[src/rtl/snow64_instr_decoder.sv]
// snow64_instr_decoder
//
// Registered instruction decoder for the Snow64 fixed-format 32-bit ISA.
// Every group uses the same field map:
//   [31:29] group, [28:25] ra, [24:21] rb, [20:17] rc,
//   [16:13] oper,  [12] op_type, [11:0] simm12
// Decoded fields reach the outputs one clock edge after in_instr when
// in_en=1. When in_en=0 the outputs hold.
//
// Ports:
//   clk          in   rising-edge clock
//   rst_n        in   asynchronous active-low reset
//   in_en        in   decode-register load enable
//   in_instr     in   raw 32-bit instruction word
//   out_group    out  instruction group (3)
//   out_oper     out  operation within group (4)
//   out_ra_index out  register index a (4)
//   out_rb_index out  register index b (4)
//   out_rc_index out  register index c (4)
//   out_op_type  out  0 = scalar, 1 = vector
//   out_simm     out  sign-extended 12-bit immediate (64)
//   out_nop      out  1 = invalid / non-executable, treat as bubble
//
// Configuration macro: SNOW64_INSTR_DECODER_NOP_ZERO_FIELDS_EN
//   If it is defined, any decode with out_nop=1 forces all other outputs to 0.
//   If it is undefined (the default), the raw field decode is always driven.

module snow64_instr_decoder (
    input  logic        clk,
    input  logic        rst_n,
    input  logic        in_en,
    input  logic [31:0] in_instr,
    output logic [2:0]  out_group,
    output logic [3:0]  out_oper,
    output logic [3:0]  out_ra_index,
    output logic [3:0]  out_rb_index,
    output logic [3:0]  out_rc_index,
    output logic        out_op_type,
    output logic [63:0] out_simm,
    output logic        out_nop
);

    typedef enum logic [2:0] {
        GRP_ALU   = 3'd0,
        GRP_CTRL  = 3'd1,
        GRP_LOAD  = 3'd2,
        GRP_STORE = 3'd3
    } group_e;

    logic [2:0]  w_group;
    logic [3:0]  w_oper;
    logic [3:0]  w_ra;
    logic [3:0]  w_rb;
    logic [3:0]  w_rc;
    logic        w_op_type;
    logic [63:0] w_simm;
    logic        w_nop;

    logic [2:0]  r_group;
    logic [3:0]  r_oper;
    logic [3:0]  r_ra;
    logic [3:0]  r_rb;
    logic [3:0]  r_rc;
    logic        r_op_type;
    logic [63:0] r_simm;
    logic        r_nop;

    always_comb begin
        w_group   = in_instr[31:29];
        w_ra      = in_instr[28:25];
        w_rb      = in_instr[24:21];
        w_rc      = in_instr[20:17];
        w_oper    = in_instr[16:13];
        w_op_type = in_instr[12];
        w_simm    = {{52{in_instr[11]}}, in_instr[11:0]};

        // Each group has its own range of legal operations. Groups 4-7 are
        // reserved, so they always decode as a bubble.
        case (group_e'(w_group))
            GRP_ALU:   w_nop = (w_oper > 4'd13);
            GRP_CTRL:  w_nop = (w_oper > 4'd3);
            GRP_LOAD:  w_nop = (w_oper > 4'd10);
            GRP_STORE: w_nop = (w_oper > 4'd10);
            default:   w_nop = 1'b1;
        endcase

`ifdef SNOW64_INSTR_DECODER_NOP_ZERO_FIELDS_EN
        if (w_nop) begin
            w_group   = '0;
            w_ra      = '0;
            w_rb      = '0;
            w_rc      = '0;
            w_oper    = '0;
            w_op_type = 1'b0;
            w_simm    = '0;
        end
`endif
    end

    always_ff @(posedge clk or negedge rst_n) begin
        if (!rst_n) begin
            r_group   <= '0;
            r_oper    <= '0;
            r_ra      <= '0;
            r_rb      <= '0;
            r_rc      <= '0;
            r_op_type <= 1'b0;
            r_simm    <= '0;
            r_nop     <= 1'b1;
        end else if (in_en) begin
            r_group   <= w_group;
            r_oper    <= w_oper;
            r_ra      <= w_ra;
            r_rb      <= w_rb;
            r_rc      <= w_rc;
            r_op_type <= w_op_type;
            r_simm    <= w_simm;
            r_nop     <= w_nop;
        end
    end

    assign out_group    = r_group;
    assign out_oper     = r_oper;
    assign out_ra_index = r_ra;
    assign out_rb_index = r_rb;
    assign out_rc_index = r_rc;
    assign out_op_type  = r_op_type;
    assign out_simm     = r_simm;
    assign out_nop      = r_nop;

endmodule

[config.mk]
export PLATFORM = sky130hd
export DESIGN_NAME = snow64_instr_decoder
export DESIGN_NICKNAME = d
export VERILOG_FILES = /design/src/rtl/snow64_instr_decoder.sv
export SDC_FILE = /design/constraint.sdc
export NUM_CORES = 1
export LEC_CHECK = 0
export ABC_CLOCK_PERIOD_IN_PS = 2830
export BUFFER_PORTS_ARGS = -buffer_cell sky130_fd_sc_hd__clkbuf_2
export CAP_MARGIN = 10
export CORE_MARGIN = 2
export CORE_UTILIZATION = 45
export DETAILED_ROUTE_END_ITERATION = 8
export GPL_TIMING_DRIVEN = 0
export PLACE_DENSITY = 0.85
export SLEW_MARGIN = 20
export SYNTH_ARGS = -nofsm -noshare
export SYNTH_HDL_FRONTEND = slang
export SYNTH_SLANG_ARGS = --single-unit
export TNS_END_PERCENT = 50
[constraint.sdc]
create_clock -name clk -period 2.83 [get_ports clk]
set_clock_uncertainty 0.2 [all_clocks]
set_input_delay 0.1415 -clock clk [delete_from_list [all_inputs] [get_ports clk]]
set_output_delay 0.1415 -clock clk [all_outputs]
set_load 0.01 [all_outputs]
## Yosys cells after proc, flatten, opt, wreduce, memory -nomap -nowiden

Cells that the tools add are included.

- Order comparisons: 3
- Equality and inequality tests: 3
- Mux-type cells: 1
- Reduce and logical (&&, ||, !) cells: 2

Operators by type and width:

| operator | count |
|---|---|
| greater-than comparator 4 bit (second input constant) | 2 |
| equality test 3 x 2 -> 1 bit (second input constant) | 2 |
| greater-than comparator 4 x 2 -> 1 bit (second input constant) | 1 |
| equality test 3 x 1 -> 1 bit (second input constant) | 1 |
| logical NOT 3 bit | 1 |
| one-hot mux 1 bit (3 select lines) | 1 |
| OR reduction 2 bit | 1 |

- Register bits after elaboration: 33
- Bits of input ports: 35
- Output and inout port bits: 85
- Logic and storage cells: 17

## Logic depth before layout (Yosys ltp)

- Depth in word-level cells: 3
- Depth in mapped cells: 3
- Mapped depth without buffers: 3

## Least setup slack after synthesis

OpenSTA, ideal clock, no wires.

- Kind: flip-flop to output port
- From: reg, netlist name out_simm[11]
- To: out out_simm[12]
- Data arrival time: 1.412 ns
- Data required time: 2.489 ns
- Setup slack: 1.077 ns
- Cell stages (with the launch flop): 2
- Path buffers: 1
- Path through: dfrtp_1 > buf_4

RTL lines:

| element | line | text |
|---|---|---|
| end: declaration | 39 | `output logic [63:0] out_simm,` |

No word-level cell between the ends.

## Worst setup path in the final report

- From: reg, netlist name out_simm[11]
- To: out out_simm[22]

No word-level cell between the ends.

==> impl_metrics.json <==
{
  "portBuffers": 118,
  "clock.fmax_mhz": 534,
  "crit_type": "reg -> out",
  "yosysUniqueCellTypes": 14,
  "cts_buffer_depth": 2,
  "leakagePower_nw": 1.63,
  "yosys.area_share.simple_pct": 1.25,
  "dpl_cell_area_mm2": 0.00246,
  "coreArea_mm2": 0.00391,
  "final_cell_area_mm2": 0.00292,
  "post-route-min-period_ps": 1870,
  "drt_drc_violations_left": 0,
  "drt_pass1_iterations": 4,
  "cts_tree": "yes",
  "antenna_left": 0,
  "required_ps": 2490,
  "multi_input_area_um2": 514,
  "worstPathMaxFanout": 54,
  "gp_congestion": 0.719,
  "ys_top_cells_by_area": "dfrtp_1 44%, mux2_4 24%, buf_4 22%, buf_12 3.3%, mux2_2 1.9%",
  "synth_top_family_by_area": "multiplexers",
  "yosys_warnings": 0,
  "fp.dieH_um": 67.3,
  "seq_area_frac_synth_pct": 45.9,
  "maxCapViolCount": 0,
  "cellPowerDensity_mw_per_mm2": 491,
  "cts_made_buffers": 5,
  "postRouteWirelength_um": 4330,
  "htree_levels": 2,
  "grt_max_degree": 55,
  "period_share_pct": 66.2,
  "postCtsSetupBuffers": 0,
  "ys_seq_elements": 33,
  "path_cells": "buf_4 > clkbuf_2",
  "synth_xor_xnor_area_share_pct": 0,
  "tightest_slew_ps": 800,
  "die-area_mm2": 0.00453,
  "fin_nets": 324,
  "synth-compound-area-share_pct": 1.25,
  "slew_headroom_pct": 46.7,
  "synth_top_area_share_pct": 44.4,
  "cts_resized": 0,
  "grt_pass1_vias": 1315,
  "wl_per_cell_um": 12.7,
  "drv_slew": 0,
  "finalSetupViolCount": 0,
  "path_clk_slew_ps": 70,
  "yosysTopAreaCell": "dfrtp_1",
  "cts_root_buffer": "clkbuf_8",
  "status": "completed",
  "io_pins": 120,
  "hold_path.class": "in -> reg",
  "drtIter0Drc": 32,
  "final_cell_mix": "118 x clkbuf_2, 52 x buf_4, 36 x dlygate4sd3_1",
  "cp_slowest_cell": "dfrtp_2",
  "drt-vias-per-instance": 4.19,
  "avgSynthCellArea_um2": 14.1,
  "synthMuxAreaShare_pct": 26.0,
  "grt_pass1_wl_um": 6070,
  "cts_sinks": 33,
  "fp-row-count": 23,
  "syn_nets": 163,
  "slowest_delay_ps": 890,
  "rsz0062_at_grt": "false",
  "final_common_cell": "clkbuf_2",
  "synth_area_mm2": 0.00180,
  "tns_ps": 0,
  "routed-via-count": 1424,
  "end_kind": "output port",
  "hold_viol": 0,
  "nFillCells": 254,
  "dpl.cell_count": 296,
  "syn_inst": 128,
  "power_mw": 1.43,
  "antenna_found_initial": 0,
  "area_delta_synth_final_pct": 61.9,
  "instances_no_fill": 340,
  "drive_above_1_share_pct": 74.5,
  "cp.arrival_ps": 1530,
  "gr-usage-all-layers_pct": 18.2,
  "dpl.hpwl_um": 2720,
  "insertion_delay_ps": 270,
  "cp-start-kind": "flop",
  "start_util_pct": 46.1,
  "insertedDiodeCount": 0,
  "seqCellArea_um2": 828,
  "ir_worst_vdd_mv": 0.326,
  "synth_adder_area_share_pct": 0,
  "die_w_um": 67.3,
  "hold_buffers": 36,
  "grt_overflow_total": 0
}
-- power by group --
part / internal, mW / switching (mW) / leakage (nW)
logic: 0.296 / 0.180 / 1.19
registers: 0.520 / 0.0479 / 0.384
clock network: 0.220 / 0.169 / 0.0542
-- Yosys cell counts (all sizes together) --
| library cell | n |
|---|---|
| mux2 | 32 |
| a21boi | 1 |
| o32a | 1 |
| nand3 | 1 |
| dfstp | 1 |
| nand2b | 1 |
| dfrtp | 32 |
| buf | 56 |
| nor3b | 1 |
| nor2 | 1 |
| o21ai | 1 |
-- routing by layer --
metal / up-vias / track usage (%) / wire length (µm)
met5: - / 0 / 0
met4: 0 / 6.63 / 41
met3: 6 / 6.00 / 439
met2: 87 / 30.0 / 2010
met1: 636 / 22.2 / 1840
li1: 695 / - / -
-- path summary, 6_finish.rpt --
kind                            cells past startpoint         start           end  slack [ps]
worst max-delay path                                2  out_simm[11]  out_simm[22]         960
worst min-delay path                                3         in_en       out_nop          70
worst max register to register                      2   out_simm[5]   out_simm[5]        1310
worst min register to register                      1   out_simm[0]   out_simm[0]         310
max in group asynchronous                           2         rst_n  out_simm[11]        1580
min in group asynchronous                           2         rst_n   out_simm[4]         300
-- stage by stage --
step                      util (%)  setup WS [ps]  hold WS (ps)
final                         74.6            958          70.9
after global routing          74.6            827          81.9
after CTS                     74.6            951          70.2
after detailed placement      62.8           1260          73.8
after global placement        62.8            882          60.7
after floorplan                  -           1080          -354
-- critical path, delay by kind of cell, from the launching register on --
| family | cells | cell delay, ps |
|---|---|---|
| DFF | 1 | 890 |
| buffers and inverters | 2 | 360 |
-- state kept, by name, indices dropped and copies added, names as in the netlist --
signal,count
out_nop,1
out_op_type,1
out_simm,12
out_oper,4
out_group,3
out_rb_index,4
out_ra_index,4
out_rc_index,4
-- layout make-up --
cell class	count	share of cell area [%]
buffer	56	15.8
clock buffer	7	3.30
clock inverter	1	0.171
multi-input combinational	39	17.6
sequential	33	28.4
tap	50	2.14
timing repair buffer	154	32.6
-- kinds of logic after synthesis --
| kind of cell | Yosys count |
|---|---|
| mux | 32 |
| simple gates | 4 |
| flops | 33 |
| compound gates | 3 |
| buf+inv | 56 |
Note: power is estimated with default switching activity, not from simulation.
